$ cat src/rtl/execute_div_ctrl.sv
`default_nettype none
// ============================================================================
//  Module   : execute_div_ctrl
//  Purpose  : Multi-cycle RV32M divide sequencer sitting beside the execute
//             stage. Handles DIV/DIVU/REM/REMU with an iterative restoring
//             shift-subtract datapath (one quotient bit per cycle), stalls
//             the front of the pipeline while iterating, and presents one
//             registered result pulse for the execute-to-memory transfer.
//  Ports    : clk, reset_n         - rising-edge clock, async active-low reset
//             start, op            - request (sampled in IDLE) and opcode
//                                    (00 DIV, 01 DIVU, 10 REM, 11 REMU)
//             dividend, divisor    - rs1 / rs2 after forwarding
//             flush                - abort any operation in flight
//             busy                 - registered, high in CALC or DONE
//             stall                - combinational hold for IF/ID/EX regs
//             result_valid, result - registered one-cycle result pulse
//  Revision : 1.0 - initial release
// ============================================================================
module execute_div_ctrl #(
    parameter int WIDTH = 32,
    parameter int CNT_W = $clog2(WIDTH)
) (
    input  logic             clk,
    input  logic             reset_n,
    input  logic             start,
    input  logic [1:0]       op,
    input  logic [WIDTH-1:0] dividend,
    input  logic [WIDTH-1:0] divisor,
    input  logic             flush,
    output logic             busy,
    output logic             stall,
    output logic             result_valid,
    output logic [WIDTH-1:0] result
);

    typedef enum logic [1:0] {
        S_IDLE = 2'd0,
        S_CALC = 2'd1,
        S_DONE = 2'd2
    } state_t;

    localparam logic [WIDTH-1:0] c_zero    = '0;
    localparam logic [WIDTH-1:0] c_ones    = '1;
    localparam logic [WIDTH-1:0] c_one     = WIDTH'(1);
    localparam logic [WIDTH-1:0] c_min_int = {1'b1, {(WIDTH-1){1'b0}}};
    localparam logic [CNT_W-1:0] c_cnt_one = CNT_W'(1);
    localparam logic [CNT_W-1:0] c_last    = CNT_W'(WIDTH-1);

    // ------------------------------------------------------------------
    // Registers
    // ------------------------------------------------------------------
    state_t             state_q,        state_d;
    logic [CNT_W-1:0]   counter_q,      counter_d;
    logic [1:0]         op_q,           op_d;
    logic               sign_a_q,       sign_a_d;   // dividend negative (signed ops only)
    logic               sign_b_q,       sign_b_d;   // divisor negative (signed ops only)
    logic [WIDTH:0]     rem_q,          rem_d;      // extra bit for compare/subtract
    logic [WIDTH-1:0]   quo_q,          quo_d;      // holds |dividend|, shifts into quotient
    logic [WIDTH-1:0]   dvs_q,          dvs_d;      // |divisor|
    logic               busy_q,         busy_d;
    logic               result_valid_q, result_valid_d;
    logic [WIDTH-1:0]   result_q,       result_d;

    // ------------------------------------------------------------------
    // Combinational helpers
    // ------------------------------------------------------------------
    logic               w_signed;
    logic               w_a_neg;
    logic               w_b_neg;
    logic [WIDTH-1:0]   w_abs_a;
    logic [WIDTH-1:0]   w_abs_b;
    logic [WIDTH:0]     w_shift;
    logic               w_fits;
    logic [WIDTH:0]     w_rem_step;
    logic [WIDTH-1:0]   w_quo_step;
    logic [WIDTH-1:0]   w_q_final;
    logic [WIDTH-1:0]   w_r_final;
    logic               w_q_neg;

    always_comb begin
        // Operand classification for a new request
        w_signed = ~op[0];
        w_a_neg  = w_signed & dividend[WIDTH-1];
        w_b_neg  = w_signed & divisor[WIDTH-1];
        w_abs_a  = w_a_neg ? (~dividend + c_one) : dividend;
        w_abs_b  = w_b_neg ? (~divisor  + c_one) : divisor;

        // One restoring step: shift {rem,quo} left, trial-subtract divisor
        w_shift    = (rem_q << 1) | {{WIDTH{1'b0}}, quo_q[WIDTH-1]};
        w_fits     = (w_shift >= {1'b0, dvs_q});
        w_rem_step = w_fits ? (w_shift - {1'b0, dvs_q}) : w_shift;
        w_quo_step = {quo_q[WIDTH-2:0], w_fits};

        // Sign fix-up applied on the last step so the result can be registered
        w_q_neg   = ~op_q[0] & (sign_a_q ^ sign_b_q);
        w_q_final = w_q_neg  ? (~w_quo_step + c_one) : w_quo_step;
        w_r_final = sign_a_q ? (~w_rem_step[WIDTH-1:0] + c_one)
                             : w_rem_step[WIDTH-1:0];
    end

    // ------------------------------------------------------------------
    // Next-state logic
    // ------------------------------------------------------------------
    always_comb begin
        state_d   = state_q;
        counter_d = counter_q;
        op_d      = op_q;
        sign_a_d  = sign_a_q;
        sign_b_d  = sign_b_q;
        rem_d     = rem_q;
        quo_d     = quo_q;
        dvs_d     = dvs_q;
        result_d  = result_q;

        case (state_q)
            S_IDLE: begin
                if (start) begin
                    op_d     = op;
                    sign_a_d = w_a_neg;
                    sign_b_d = w_b_neg;
                    if (divisor == c_zero) begin
                        // Divide by zero: quotient all ones, remainder = dividend
                        state_d  = S_DONE;
                        result_d = op[1] ? dividend : c_ones;
                    end else if (w_signed && (dividend == c_min_int) && (divisor == c_ones)) begin
                        // Signed overflow: MIN_INT / -1
                        state_d  = S_DONE;
                        result_d = op[1] ? c_zero : c_min_int;
                    end else begin
                        state_d   = S_CALC;
                        counter_d = '0;
                        rem_d     = '0;
                        quo_d     = w_abs_a;
                        dvs_d     = w_abs_b;
                    end
                end
            end
            S_CALC: begin
                rem_d     = w_rem_step;
                quo_d     = w_quo_step;
                counter_d = counter_q + c_cnt_one;
                if (counter_q == c_last) begin
                    state_d   = S_DONE;
                    counter_d = '0;
                    result_d  = op_q[1] ? w_r_final : w_q_final;
                end
            end
            S_DONE: begin
                state_d = S_IDLE;
            end
            default: begin
                state_d = S_IDLE;
            end
        endcase

        // Flush overrides everything, including a request in the same cycle
        if (flush) begin
            state_d   = S_IDLE;
            counter_d = '0;
            result_d  = result_q;
        end

        busy_d         = (state_d != S_IDLE);
        result_valid_d = (state_d == S_DONE);
    end

    // ------------------------------------------------------------------
    // State registers
    // ------------------------------------------------------------------
    always_ff @(posedge clk or negedge reset_n) begin
        if (!reset_n) begin
            state_q        <= S_IDLE;
            counter_q      <= '0;
            op_q           <= '0;
            sign_a_q       <= 1'b0;
            sign_b_q       <= 1'b0;
            rem_q          <= '0;
            quo_q          <= '0;
            dvs_q          <= '0;
            busy_q         <= 1'b0;
            result_valid_q <= 1'b0;
            result_q       <= '0;
        end else begin
            state_q        <= state_d;
            counter_q      <= counter_d;
            op_q           <= op_d;
            sign_a_q       <= sign_a_d;
            sign_b_q       <= sign_b_d;
            rem_q          <= rem_d;
            quo_q          <= quo_d;
            dvs_q          <= dvs_d;
            busy_q         <= busy_d;
            result_valid_q <= result_valid_d;
            result_q       <= result_d;
        end
    end

    // ------------------------------------------------------------------
    // Outputs
    // ------------------------------------------------------------------
    // Stall is released in DONE so the pipeline advances with the result.
    assign stall        = ((state_q == S_IDLE) & start & ~flush) | (state_q == S_CALC);
    assign busy         = busy_q;
    assign result_valid = result_valid_q;
    assign result       = result_q;

endmodule
`default_nettype wire

$ cat config.mk
export PLATFORM = sky130hd
export DESIGN_NAME = execute_div_ctrl
export DESIGN_NICKNAME = d
export VERILOG_FILES = /design/src/rtl/execute_div_ctrl.sv
export SDC_FILE = /design/constraint.sdc
export NUM_CORES = 1
export LEC_CHECK = 0
export ABC_AREA = 1
export CAP_MARGIN = 20
export CORE_MARGIN = 2
export CORE_UTILIZATION = 60
export CTS_CLUSTER_SIZE = 20
export DETAILED_ROUTE_END_ITERATION = 8
export PLACE_DENSITY = 0.82
export SLEW_MARGIN = 20
export SYNTH_ARGS = -nofsm -noshare
export SYNTH_HDL_FRONTEND = slang
export SYNTH_SLANG_ARGS = --single-unit
$ cat constraint.sdc
create_clock -name clk -period 4.2 [get_ports clk]
set_input_delay 0.42 -clock clk [delete_from_list [all_inputs] [get_ports clk]]
set_output_delay 0.42 -clock clk [all_outputs]
set_load 0.02 [all_outputs]
Yosys cells after proc, flatten, opt, wreduce, memory -nomap -nowiden
Index checks and enable logic that the tools add are counted.

Flip-flop bits (word level): 141. Bits in latches: 0. RAM bits: 0. Memory bits (read-only): 0. Bits of input ports: 70. Output and inout port bits: 35. Word-level logic and storage cells: 93. Memories: 0.

Add/subtract/negate cells: 6. Multipliers: 0. Divide/modulo/power cells: 0. Magnitude comparators: 1. Equality and inequality tests: 13. Shifts and indexed selects: 0. Multiplexer cells: 33. Bitwise logic cells: 17. Reduce and logical (&&, ||, !) cells: 12.

Operator list (count): $mux W32 (18); $pmux W32 S2 (3); $add A32 B1 Y32 const B (4); $not A32 Y32 (4); $eq A32 B32 Y1 const B (2); $ge A33 B32 Y1 (1); $or A33 B1 Y33 (1); $logic_not A32 Y1 (1); $sub A32 B32 Y32 (1); $mux W5 (5); $ne A3 B3 Y1 const B (4); $reduce_and A4 Y1 (3); $mux W2 (5); $pmux W5 S2 (1); $ne A2 B2 Y1 const B (4); $add A5 B1 Y5 const B (1); $and A1 B1 Y1 (5); $eq A5 B5 Y1 const B (1); $not A1 Y1 (5); $reduce_and A5 Y1 (1); $pmux W2 S2 (1); $reduce_bool A2 Y1 (2); $reduce_bool A3 Y1 (1); $eq A2 B1 Y1 const B (1); other kinds (6) (7).

Depth between registers and ports, before layout
Gate-level depths: netlist (run 1).

Depth in word-level cells: 9. Depth in mapped cells: 30. Gate-level depth less buffers: 30.

Worst setup path before layout (run 1)
OpenSTA, ideal clock, no wires.

Path type: reg-to-reg. Start: reg rem_q[7]. End: reg result_q[30] (netlist: result[30]). Library setup time: 0.117 ns. Data arrival time: 3.282 ns. Data required time: 4.083 ns. Setup slack: 0.801 ns. Stages on the path, launching flop included: 30. Path buffers: 0. Clock period less this slack: 3.399 ns. Cells stage by stage: dfrtp_1 ha_1 nand2_1 inv_2 nand2_1 nand2_1 inv_2 nand3_2 nand2_2 nand2_2 nand2_4 nand2_8 inv_2 ha_1 nand2_1 nor2_1 nand4_1 inv_1 nand2_1 o21ai_0 o21ai_0 nor2_1 a31oi_1 or2_2 nand3_1 nand2_1 inv_1 nand2_1 nand2_1 nand2_1.

Longest elaborated chain between the ends: 9. Elaborated cells between the ends (all ways): 13. Classes of those cells: add/sub: 3; order compare: 1; mux: 6; bitwise: 3.

Ends and longest elaborated chain: from (decl) (RTL line 57) `logic [WIDTH:0] rem_q, rem_d;`; from (signal assigned) (RTL line 189) `rem_q <= rem_d;`; $or A33 B1 Y33 * (RTL line 89) `w_shift = (rem_q << 1) | {{WIDTH{1'b0}}, quo_q[WIDTH-1]};`; $sub A32 B32 Y32 / $ge A33 B32 Y1 (equally long branches) (RTL line 91, 90); $mux W32 (RTL line 91) `w_rem_step = w_fits ? (w_shift - {1'b0, dvs_q}) : w_shift;`; $not A32 Y32 (RTL line 97) `w_r_final = sign_a_q ? (~w_rem_step[WIDTH-1:0] + c_one)`; $add A32 B1 Y32 (RTL line 97); $mux W32 (RTL line 97); $mux W32 * (RTL line 145) `result_d = op_q[1] ? w_r_final : w_q_final;`; $mux W32 * (RTL line 142) `if (counter_q == c_last) begin`; $pmux W32 S2 * (RTL line 115) `case (state_q)`; to (signal assigned) (RTL line 194) `result_q <= result_d;`; to (decl) (RTL line 62) `logic [WIDTH-1:0] result_q, result_d;`.

Mark *: on every way between the ends. The rest lies on a longest branch, timed or not. The select of a mux whose other input is x is not followed. A chain may end at the register's enable or synchronous reset.

Worst setup path in the final report (run 1)
Same ends and word-level chain as after synthesis.

==> impl_results.md, run 1 <==
- Result of the run: finished clean
- Post-Layout Cell Count: 2397
- Transition time of the tightest slew-check pin: 1.06 ns
- Final count of hold timing violations: 0
- Register bit total from synthesis: 141
- Post-route ant nets: 0
- Cell Area, Synth: 12600 um^2
- Most frequent cells after synthesis: 606 x sky130_fd_sc_hd__nand2_1, 269 x sky130_fd_sc_hd__inv_1, 185 x sky130_fd_sc_hd__nor2_1, 159 x sky130_fd_sc_hd__o21ai_0, 141 x sky130_fd_sc_hd__dfrtp_1
- Cell leakage power: 0.00721 uW
- Max clock buf depth: 2
- Number of H-tree branching levels: 4
- Capture instance of the worst register-to-register path: result[30]
- Largest net degree at the start of global routing: 95
- Io pins: 105
- Inserted Clock Buffers: 17
- Via count of the first global-routing pass: 13100
- Iteration-0 DRC Markers: 1868
- Critical-path maximum fanout: 4
- Library cell with the highest instance count after synthesis: sky130_fd_sc_hd__nand2_1
- Number of rows in the core area: 53
- Number of cells produced by synthesis: 2024
- Critical Path Source Type: flip-flop
- GRT Total Usage: 39.7%
- Yosys warns: 0
- Final HPWL from detailed placement: 32900 um
- Family with the most delay on the worst path: simple AND/OR/NAND/NOR gates
- Total power density per cell area: 768 nW/um^2
- Clock-pin slew on the worst setup and hold paths: 0.06 ns
- Number of antenna diodes: 0
- Count of final max-slew check failures: 0
- Shortest period the worst path allows: 3.92 ns
- Most used flip-flop cell after synthesis: sky130_fd_sc_hd__dfrtp_1
- Fraction of layout instances using a drive strength above 1: 6.74%
- Clock tree from TritonCTS: built
- Cell at the slowest stage of the critical path: sky130_fd_sc_hd__dfrtp_1
- Cells on worst reg2reg path: 29
- Arrival time at the worst endpoint: 4.25 ns
- Clock root cell: sky130_fd_sc_hd__clkbuf_16
- Placed insts: 2366
- Die outline area: 22200 um^2
- Die W: 149 um
- Share of flip-flops with an asynchronous set or reset: 100%
- Total negative setup slack: 0 ns
- Number of antenna violations at the first check in global routing: 1
- Placed cell areas: 14000 um^2
- Total vias in the final route: 14300
- Syn nets: 2134
- Final hold slack: 0.0665 ns
- Number of synthesized flops with an enable pin: 0
- Startpoint of the worst-slack reg-to-reg timing path: rem_q[7]
- Clock tree sinks: 141
- First-pass GRT wire length: 69000 um
- Share of the synthesized area in the top cell type: 27.9%
- Clock insertion delay at the later pin of the skew report: 0.44 ns
- Number of port buffers: 104
- Post-CTS setup buffer count: 0
- Required @ worst endpoint: 4.52 ns
- Worst setup path class: flip-flop to flip-flop
- Top post-synthesis cells by area: sky130_fd_sc_hd__dfrtp_1 28%, sky130_fd_sc_hd__nand2_1 18%, sky130_fd_sc_hd__inv_1 8.0%
- Setup skew after layout: 0.0149 ns
- Fraction of the cycle the final worst path needs: 93.4%
- Worst min-delay path category: input pin to async pin
- Total congestion overflow after global routing: 0
- Buffering stage count on the worst path with inverters included: 5
- Area added between synthesis and finish: 15.3%
- R2r setup slk: 0.28 ns
- Crit path largest cell delay: 0.42 ns
- Sequential element share of the synthesized area: 27.9%
- Critical path endpoint category: flip-flop
- Post-Layout Inst Area: 14600 um^2
- Iteration count of the initial detailed-routing pass: 6
- Initial Utilization: 60.7%
- F_max: 0.255 GHz
- Routed len/inst: 18.2 um
- RePlAce Congestion: 1.01
- CORE AREA: 20800 um^2
- Max-capacitance violation count: 0
- Tightest slew margin relative to the limit: 29.2%
- Total Routed Length: 43600 um
- Drt drc: 0
- Number of nets in the layout: 2220
- Unique masters post-synth: 57
- RSZ-0062 raised after global routing: no
- Mean instance size in the synthesized netlist: 6.24 um^2
- Synth area leader: sky130_fd_sc_hd__dfrtp_1
- VDD IR-drop max: 0.000481 V
- Post-Route Utilization: 70.0%
- Most frequent cell on the critical path: sky130_fd_sc_hd__nand2_1
- Die Span Y: 149 um
- Final setup fails: 0
- Post-DR vias/cell: 5.95
==> placed cells by master (no fill, tap or decap), types with 6 or more instances in the layout <==
master                              n
sky130_fd_sc_hd__clkbuf_16         17
sky130_fd_sc_hd__a21oi_1           97
sky130_fd_sc_hd__nand2_4            7
sky130_fd_sc_hd__o21ai_0          157
sky130_fd_sc_hd__nor4_1             8
sky130_fd_sc_hd__nand4_1           28
sky130_fd_sc_hd__clkdlybuf4s50_1  103
sky130_fd_sc_hd__buf_4             30
sky130_fd_sc_hd__dfrtp_1          141
sky130_fd_sc_hd__nor2_1           182
sky130_fd_sc_hd__xor2_1            61
sky130_fd_sc_hd__nand2_2           17
sky130_fd_sc_hd__nand3b_1           6
sky130_fd_sc_hd__o211ai_1          13
sky130_fd_sc_hd__o21ai_1           18
sky130_fd_sc_hd__nor2_2            15
sky130_fd_sc_hd__inv_1            269
sky130_fd_sc_hd__nor3_1            35
sky130_fd_sc_hd__nand2_1          605
sky130_fd_sc_hd__o31ai_1            6
sky130_fd_sc_hd__ha_1              37
sky130_fd_sc_hd__xnor2_1           16
sky130_fd_sc_hd__a31oi_1            6
sky130_fd_sc_hd__inv_2             10
sky130_fd_sc_hd__inv_6              6
sky130_fd_sc_hd__nand3_1          130
sky130_fd_sc_hd__o21ai_2            8
sky130_fd_sc_hd__o22ai_1           27
==> worst max path at each step <==
stage	cells past startpoint	startpoint	endpoint	slack, ns
6_report	29	rem_q[7]	result[30]	0.28
5_1_grt	30	dvs_q[15]	result[30]	0.03
4_1_cts	29	rem_q[7]	result[30]	0.12
3_5_place_dp	29	rem_q[7]	result[30]	0.29
3_3_place_gp	29	rem_q[7]	result[30]	0.31
2_1_floorplan	29	rem_q[7]	result[30]	0.80
==> sequential cells by signal, indices dropped and copies added, names as in the netlist <==
name          flops
quo_q            32
result_valid      1
sign_b_q          1
result           32
dvs_q            32
rem_q            32
state_q           2
busy              1
sign_a_q          1
op_q              2
counter_q         5
==> where the power goes <==
part | total [uW] | switching (uW) | internal (uW)
Combinational | 7550 | 5230 | 2320
Sequential | 2120 | 370 | 1760
Clock | 1510 | 668 | 842
Total | 11200 | 6270 | 4910
==> area by class of cell <==
cell class,count,area (um^2)
timing repair buffer,134,1270
sequential,141,3530
tap,275,344
clock buffer,18,439
clock inverter,13,130
multi-input combinational,1533,7790
fill,1888,6260
inverter,283,1060
==> cell families (layout without fill, tap and decap cells) <==
family / count (synthesis) / after routing / synth area share, %
AND/OR/NAND/NOR: 1059 / 1059 / 36.1
AO/OA/AOI/OAI: 357 / 357 / 15.9
buffers and inverters: 350 / 448 / 10.8
flip-flops: 141 / 141 / 27.9
adder cells (fa/ha/maj): 40 / 40 / 4.02
XOR/XNOR: 77 / 77 / 5.34
==> timing repair <==
| action | in CTS | in global routing |
|---|---|---|
| gates resized for setup | 0 | 8 |
| setup endpoints to repair | 0 | 2 |
| hold buffers | 0 | 0 |
==> worst register-to-register path, delay by kind of cell (launching register included) <==
| family | cells | cell delay [ns] |
|---|---|---|
| AND/OR/NAND/NOR | 19 | 2.00 |
| AO/OA/AOI/OAI | 3 | 0.50 |
| buffers and inverters | 5 | 0.35 |
| adder cells (fa/ha/maj) | 2 | 0.57 |
| flip-flops | 1 | 0.42 |
==> per-stage QoR <==
stage / worst slack [ns] / power [uW]
after floorplan: 0.801 / 7240
after global placement: 0.307 / 9240
after detailed placement: 0.289 / 9340
after CTS: 0.122 / 10900
after global routing: 0.0316 / 12100
final: 0.275 / 11200
==> layer usage <==
layer | track usage [%] | part of all wire, %
met1 | 55.9 | 42
met3 | 7.86 | 10
met5 | 0 | 0
met4 | 13.2 | 3.5
met2 | 61.4 | 44
No activity file was read; power rests on OpenSTA's default activity.
==> run 2: changes to the inputs <==
--- a/config.mk
+++ b/config.mk
@@ -9,9 +9,9 @@
 export CAP_MARGIN = 20
 export CORE_MARGIN = 2
 export CORE_UTILIZATION = 60
-export CTS_CLUSTER_SIZE = 20
 export DETAILED_ROUTE_END_ITERATION = 8
 export PLACE_DENSITY = 0.82
+export SKIP_CTS_REPAIR_TIMING = 1
 export SLEW_MARGIN = 20
 export SYNTH_ARGS = -nofsm -noshare
 export SYNTH_HDL_FRONTEND = slang
==> results of run 2 <==
No change in the layout: final DEF, timing and power equal those of run 1.
